### src/rtl/sync_fifo_prog.sv
// Single-clock FIFO using all DEPTH slots, with programmable almost flags, sticky
// error flags, synchronous flush and a standard or first-word-fall-through read port.
module sync_fifo_prog #(
    parameter int WIDTH     = 8,
    parameter int DEPTH     = 16,
    parameter int PTR_WIDTH = 4,
    parameter int AF_THRESH = DEPTH - 2,
    parameter int AE_THRESH = 2,
    parameter int FWFT      = 0
) (
    input  logic                 clk,
    input  logic                 reset,
    input  logic                 flush,
    input  logic [WIDTH-1:0]     w_data,
    input  logic                 w_en,
    input  logic                 r_en,
    output logic [WIDTH-1:0]     r_data,
    output logic                 r_valid,
    output logic                 w_full,
    output logic                 r_empty,
    output logic                 almost_full,
    output logic                 almost_empty,
    output logic [PTR_WIDTH:0]   count,
    output logic                 overflow,
    output logic                 underflow
);

    localparam logic [PTR_WIDTH:0] DEPTH_C = (PTR_WIDTH+1)'(DEPTH);
    localparam logic [PTR_WIDTH:0] AF_C    = (PTR_WIDTH+1)'(AF_THRESH);
    localparam logic [PTR_WIDTH:0] AE_C    = (PTR_WIDTH+1)'(AE_THRESH);

    logic [WIDTH-1:0]   mem [DEPTH];
    logic [PTR_WIDTH:0] w_ptr_reg, r_ptr_reg;
    logic [PTR_WIDTH:0] count_reg, count_next;
    logic               overflow_reg, underflow_reg;
    logic               rd_ok, wr_ok;

    // Flags decode the registered count only, never the same-cycle requests.
    assign w_full       = (count_reg == DEPTH_C);
    assign r_empty      = (count_reg == '0);
    assign almost_full  = (count_reg >= AF_C);
    assign almost_empty = (count_reg <= AE_C);
    assign count        = count_reg;
    assign overflow     = overflow_reg;
    assign underflow    = underflow_reg;

    assign rd_ok = r_en & ~r_empty;
    assign wr_ok = w_en & (~w_full | rd_ok);

    always_comb begin
        count_next = count_reg;
        case ({wr_ok, rd_ok})
            2'b10:   count_next = count_reg + 1'b1;
            2'b01:   count_next = count_reg - 1'b1;
            default: count_next = count_reg;
        endcase
    end

    always_ff @(posedge clk or posedge reset) begin
        if (reset) begin
            w_ptr_reg     <= '0;
            r_ptr_reg     <= '0;
            count_reg     <= '0;
            overflow_reg  <= 1'b0;
            underflow_reg <= 1'b0;
        end else if (flush) begin
            w_ptr_reg     <= '0;
            r_ptr_reg     <= '0;
            count_reg     <= '0;
            overflow_reg  <= 1'b0;
            underflow_reg <= 1'b0;
        end else begin
            if (wr_ok)
                w_ptr_reg <= w_ptr_reg + 1'b1;
            if (rd_ok)
                r_ptr_reg <= r_ptr_reg + 1'b1;
            count_reg <= count_next;
            if (w_en & ~wr_ok)
                overflow_reg <= 1'b1;
            if (r_en & r_empty)
                underflow_reg <= 1'b1;
        end
    end

    // Storage is deliberately left out of reset and flush.
    always_ff @(posedge clk) begin
        if (wr_ok && !flush)
            mem[w_ptr_reg[PTR_WIDTH-1:0]] <= w_data;
    end

    generate
        if (FWFT != 0) begin : g_fwft
            // Head word is shown only while non-empty so r_data reads 0 after reset/flush.
            assign r_data  = r_empty ? '0 : mem[r_ptr_reg[PTR_WIDTH-1:0]];
            assign r_valid = ~r_empty;
        end else begin : g_std
            logic [WIDTH-1:0] r_data_reg;
            logic             r_valid_reg;

            always_ff @(posedge clk or posedge reset) begin
                if (reset) begin
                    r_data_reg  <= '0;
                    r_valid_reg <= 1'b0;
                end else if (flush) begin
                    r_data_reg  <= '0;
                    r_valid_reg <= 1'b0;
                end else begin
                    r_valid_reg <= rd_ok;
                    if (rd_ok)
                        r_data_reg <= mem[r_ptr_reg[PTR_WIDTH-1:0]];
                end
            end

            assign r_data  = r_data_reg;
            assign r_valid = r_valid_reg;
        end
    endgenerate

endmodule

### config.mk
export PLATFORM = sky130hd
export DESIGN_NAME = sync_fifo_prog
export DESIGN_NICKNAME = d
export VERILOG_FILES = /design/src/rtl/sync_fifo_prog.sv
export SDC_FILE = /design/constraint.sdc
export NUM_CORES = 1
export LEC_CHECK = 0
export ABC_CLOCK_PERIOD_IN_PS = 7000
export CAP_MARGIN = 10
export CORE_MARGIN = 2
export CORE_UTILIZATION = 57
export CTS_BUF_LIST = sky130_fd_sc_hd__clkbuf_8 sky130_fd_sc_hd__clkbuf_16
export DETAILED_ROUTE_END_ITERATION = 12
export DONT_BUFFER_PORTS = 1
export HOLD_SLACK_MARGIN = 0.03
export PLACE_DENSITY = 0.71
export RECOVER_POWER = 100
export REMOVE_ABC_BUFFERS = 1
export SLEW_MARGIN = 20
export SYNTH_ARGS = -nofsm -noshare
export SYNTH_HDL_FRONTEND = slang
export SYNTH_SLANG_ARGS = --single-unit
### constraint.sdc
create_clock -name clk -period 7 [get_ports clk]
set_input_delay 0.35 -clock clk [delete_from_list [all_inputs] [get_ports clk]]
set_output_delay 0.35 -clock clk [all_outputs]
set_load 0.05 [all_outputs]
; Word level (Yosys, flattened, before mapping)
; Memory sizes are Yosys's and may differ from the RTL's.
; Index checks and enable logic that the tools add are counted.
[word_totals]
mem_count = 1
elab_cells = 48
ff_bits = 26
input_bits = 13
ram_bits = 128
output_inout_bits = 20
[op_classes]
bitwise = 8
n_lt_le_gt_ge = 2
eq_ne = 3
reduce_logical = 8
add_sub_neg = 4
n_mux = 15
[mem_list]
columns = name, words, word_bits, read_ports, rd_clocked_by_memory_dff, wr, line_no
row1 = mem, 16, 8, 1, 0, 1, 32  ; logic [WIDTH-1:0] mem [DEPTH];
[ops]
columns = op, count
row1 = $mux W5, 5
row2 = $mux W8, 2
row3 = $add A5 B1 Y5 const B, 3
row4 = $pmux W5 S2, 1
row5 = $reduce_bool A2 Y1, 4
row6 = $mux W1, 7
row7 = $eq A5 B5 Y1 const B, 1
row8 = $ge A5 B4 Y1 const B, 1
row9 = $le A5 B2 Y1 const B, 1
row10 = $logic_not A5 Y1, 1
row11 = $sub A5 B1 Y5 const B, 1
row12 = $and A1 B1 Y1, 4
row13 = $not A1 Y1, 3
row14 = $reduce_bool A3 Y1, 1
row15 = $eq A2 B1 Y1 const B, 1
row16 = $eq A2 B2 Y1 const B, 1
row17 = $logic_and A1 B1 Y1, 1
row18 = $logic_not A1 Y1, 1
row19 = $or A1 B1 Y1, 1

; Longest topological paths before layout
[logic_depth]
word_depth = 9
mapped_depth = 11

; Worst setup path after synthesis
; No wires, ideal clock.
[synth_timing]
path_kind = flip-flop to output port
start = register count_reg[4] (netlist: count[4])
end = output port almost_empty
path_stages_with_launch = 3
required_time_ns = 6.650
path_slack_ns = 3.350
arrival_time_ns = 3.300
cell_sequence = dfrtp_1 > clkbuf_1 > a2111oi_0
[synth_between]
elab_chain_cells = 1
[synth_lines]
columns = element, line_no
row1 = from (decl), 34  ; logic [PTR_WIDTH:0] count_reg, count_next;
row2 = from (signal assigned), 77  ; count_reg <= count_next;
row3 = $le A5 B2 Y1, 42  ; assign almost_empty = (count_reg <= AE_C);
row4 = to (decl), 22  ; output logic almost_empty,
; No other way between the ends.

; Worst setup path after layout
[layout_timing]
start = register count_reg[1] (netlist: count[1])
end = register count_reg[4] (netlist: count[4])
[layout_between]
elab_chain_cells = 8
word_cells_on_any_way = 14
[layout_lines]
columns = element, line_no
row1 = $logic_not A5 Y1, 40  ; assign r_empty = (count_reg == '0);
row2 = $not A1 Y1, 47  ; assign rd_ok = r_en & ~r_empty;
row3 = $and A1 B1 Y1, 47
row4 = $or A1 B1 Y1, 48  ; assign wr_ok = w_en & (~w_full | rd_ok);
row5 = $and A1 B1 Y1, 48
row6 = $eq A2 B1 Y1 / $eq A2 B2 Y1 (equally long branches), 52  ; case ({wr_ok, rd_ok})
row7 = $pmux W5 S2, 52
row8 = $mux W5, 66  ; end else if (flush) begin
; Parallel ways exist; a longest one is shown, timed or not.
; A chain may end at the register's enable or synchronous reset.

==> summary.txt <==
Run status
  – Outcome: finished, final reports clean

Worst setup path
  – Worst EP arrival: between 3000 and 4000 ps
  – Crit. End Element: register
  – R2R cell count: 10
  – WS Path Type: reg -> reg
  – CP peak stage delay: 780 ps
  – Crit-path slowest cell: or4_1
  – FF-to-FF Start: count[1]
  – Critical path data required time: 7440 ps
  – Startpoint class of the critical path: register
  – Worst R2R Setup Slack: 3830 ps
  – Delay-heaviest family, CP: simple AND/OR/NAND/NOR gates
  – R2R Path End: count[4]
  – CP cell instances: or4_1, o21a_1, nand2b_1, inv_1, ha_1, nand2b_1, a21oi_1, or3_1, a21o_1, a21oi_1
  – Worst path bufs/invs: 1
  – CP Max Fanout: 9

Clock tree
  – Clk pin slew, worst setup/hold paths: 60 ps
  – Clock tree sinks: 152
  – H-Tree Depth: 4
  – CTS Hold Bufs: 12
  – Clock Tree Buf Depth: 2
  – Post-CTS Resized: 0
  – CTS tree: yes
  – Post-CTS Setup Inserts: 0
  – CTS Buf Count: 17
  – Clk root buf: clkbuf_8
  – Clk_lat worst skew: 520 ps

Place
  – Buffers on Ports: 0
  – Routability cong.: 0.8134
  – Placed Area: 6350 um^2
  – Hpwl dp: around 7200 um
  – Post-place setup slack: 3833 ps

Floorplan
  – IO Pins: 33
  – Row Count: 38
  – Core area: about 11,000 um^2
  – Initial Util: 0.5803
  – Die area: 11,790 um^2
  – Die Y: approximately 110 um
  – Die width: 108.6 um

STA
  – Max Slew Vio Count: 0
  – Total negative slack: 0 ps
  – Worst-Margin Slew: ~1100 ps
  – Slew margin rel.: 0.2826
  – RSZ-0062 raised after global routing: no
  – Worst Skew: 8.116 ps
  – Crit path time final: 3168 ps
  – Tcrit/Tclk final: 0.4526
  – Hold Vio Cnt, Final: 0
  – FMAX: ~320 MHz
  – Final setup vio count: 0
  – Setup ws final: 3832 ps

Logic synthesis
  – Cell variety after synth: 38
  – Seq cells post-synth: 152
  – Yosys top cell area share: 0.6164
  – Predominant post-synthesis flop cell: edfxtp_1
  – Post-synthesis async set-or-reset flop share: 0.1579
  – Avg Cell Area, Syn: roughly 18 um^2
  – Synth area leader: edfxtp_1
  – Seq/Total Area, Yosys: 0.7127
  – Cell Area, Synth: 6236 um^2
  – Synth Instances: around 350
  – Synth warn: 0
  – Top cells by area, synth: edfxtp_1 (62%), mux4_2 (12%), dfrtp_1 (9.6%)
  – Number of flops mapped to enable cells by yosys: 128

Worst hold path
  – Worst hold path type: in -> reg
  – Hold endpoint: count[0]
  – Hold depth: 2
  – Hold Startpoint: flush

Pwr
  – Leak Pwr: roughly 2.3 nW
  – Worst VDD drop: 0.2255 mV
  – Pwr Density: 326.1 nW/um^2

Cells and area
  – # fillers: 758
  – Most common cell after layout, fill and taps aside: edfxtp_1
  – Max reg flops: 128
  – Final Instance Area: 7000 um^2
  – Nets: 384
  – Area delta synth->final: 12.26%
  – Diode count: 0
  – Share of cells above drive strength 1: 0.1898
  – Most frequent cells in the layout: edfxtp_1 (128), nor2_1 (37), mux4_2 (32)

Global route
  – Largest net degree at the start of global routing: 34
  – Initial antenna violation count: 0
  – Global-route wire length before repair: 18,380 um
  – Vias in the first global route: 3,224
  – Overall overflow remaining after global route: 0
  – Tot GR Track Use: 0.2243

Run
  – Total of max-cap violations: 0

Detailed routing
  – 1st-iter DRT viols: between 200 and 300
  – Via density per instance: 6.144
  – Final ANT Viol Nets: 0
  – Drt pass-1 iters: 5
  – Final wirelength: 11,860 um
  – Total vias in the final route: 3,158
  – # DRC: 0
  – Wire length per cell: 23.08 um
[synth_stat cells, types with 7 or more instances]
| cell type | count |
|---|---|
| edfxtp_1 | 128 |
| nor2_1 | 36 |
| mux4_2 | 32 |
| dfrtp_1 | 24 |
| mux2i_1 | 16 |
| nand2_1 | 11 |
| clkbuf_1 | 10 |
| nand3b_1 | 9 |
| a21oi_1 | 8 |
| buf_2 | 8 |
| ha_1 | 8 |
| inv_1 | 8 |
| o221ai_1 | 8 |
| xor2_1 | 7 |
[worst max-delay path by stage]
stage | to | from | cells after the start
2_1_floorplan | almost_empty | count[4] | 1
6_report | count[4] | count[1] | 10
3_3_place_gp | count[4] | count[1] | 10
4_1_cts | count[4] | count[1] | 10
3_5_place_dp | count[4] | count[1] | 10
5_1_grt | count[4] | count[1] | 10
[logic make-up (layout without fill, tap and decap cells)]
| logic type | after synthesis | in the layout | share of synthesized area |
|---|---|---|---|
| multiplexers | 51 | 51 | 0.1467 |
| buffers and inverters | 28 | 54 | 0.01966 |
| AND/OR/NAND/NOR | 72 | 72 | 0.05738 |
| AO/OA/AOI/OAI | 27 | 27 | 0.03170 |
| adder cells (fa/ha/maj) | 9 | 9 | 0.01926 |
| XOR/XNOR | 9 | 9 | 0.01264 |
| flip-flops | 152 | 152 | 0.7127 |
[power breakdown]
group | total, W | internal, W | switching (W)
Clock | 0.000846 | 0.000502 | 0.000344
Combinational | 0.000266 | 0.000103 | 0.000163
Sequential | 0.00117 | 0.00102 | 0.000153
[through the flow]
step	cells	total power, W	util	hold slack [ps]
final	514	0.002283	0.6515	65.19
after global routing	514	0.002369	0.6515	57.94
after detailed placement	471	0.001447	0.5909	420.4
after floorplan	328	0.001372	-	364.6
after global placement	471	0.001437	0.5909	420.7
after CTS	514	0.002305	0.6534	52.96
[routing by layer]
metal / vias up / track usage / wire (um)
li1: 1392 / - / -
met1: 1643 / 0.2901 / 4899
met2: 110 / 0.3692 / 6082
met3: 13 / 0.06269 / 742
met4: 0 / 0.07692 / 140
met5: - / 0 / 0
[worst reg2reg max path: cells and delay by family, from the launching register on]
kind	cells	cell delay (ps)
DFF	1	610
AOI/OAI and AO/OA	4	710
adders and majority gates	1	320
buffers and inverters	1	90
and+or+nand+nor	4	1350
[final cells by class]
class | count | area, um^2 | area share
Inverter | 8 | 30.03 | 0.004290
Clock inverter | 14 | 136.4 | 0.01948
Timing Repair Buffer | 15 | 138.9 | 0.01984
Clock buffer | 17 | 414.1 | 0.05916
Multi-Input combinational cell | 168 | 1659 | 0.2370
Tap cell | 140 | 175.2 | 0.02502
Sequential cell | 152 | 4447 | 0.6352
Note: power is estimated with default switching activity, not from simulation.
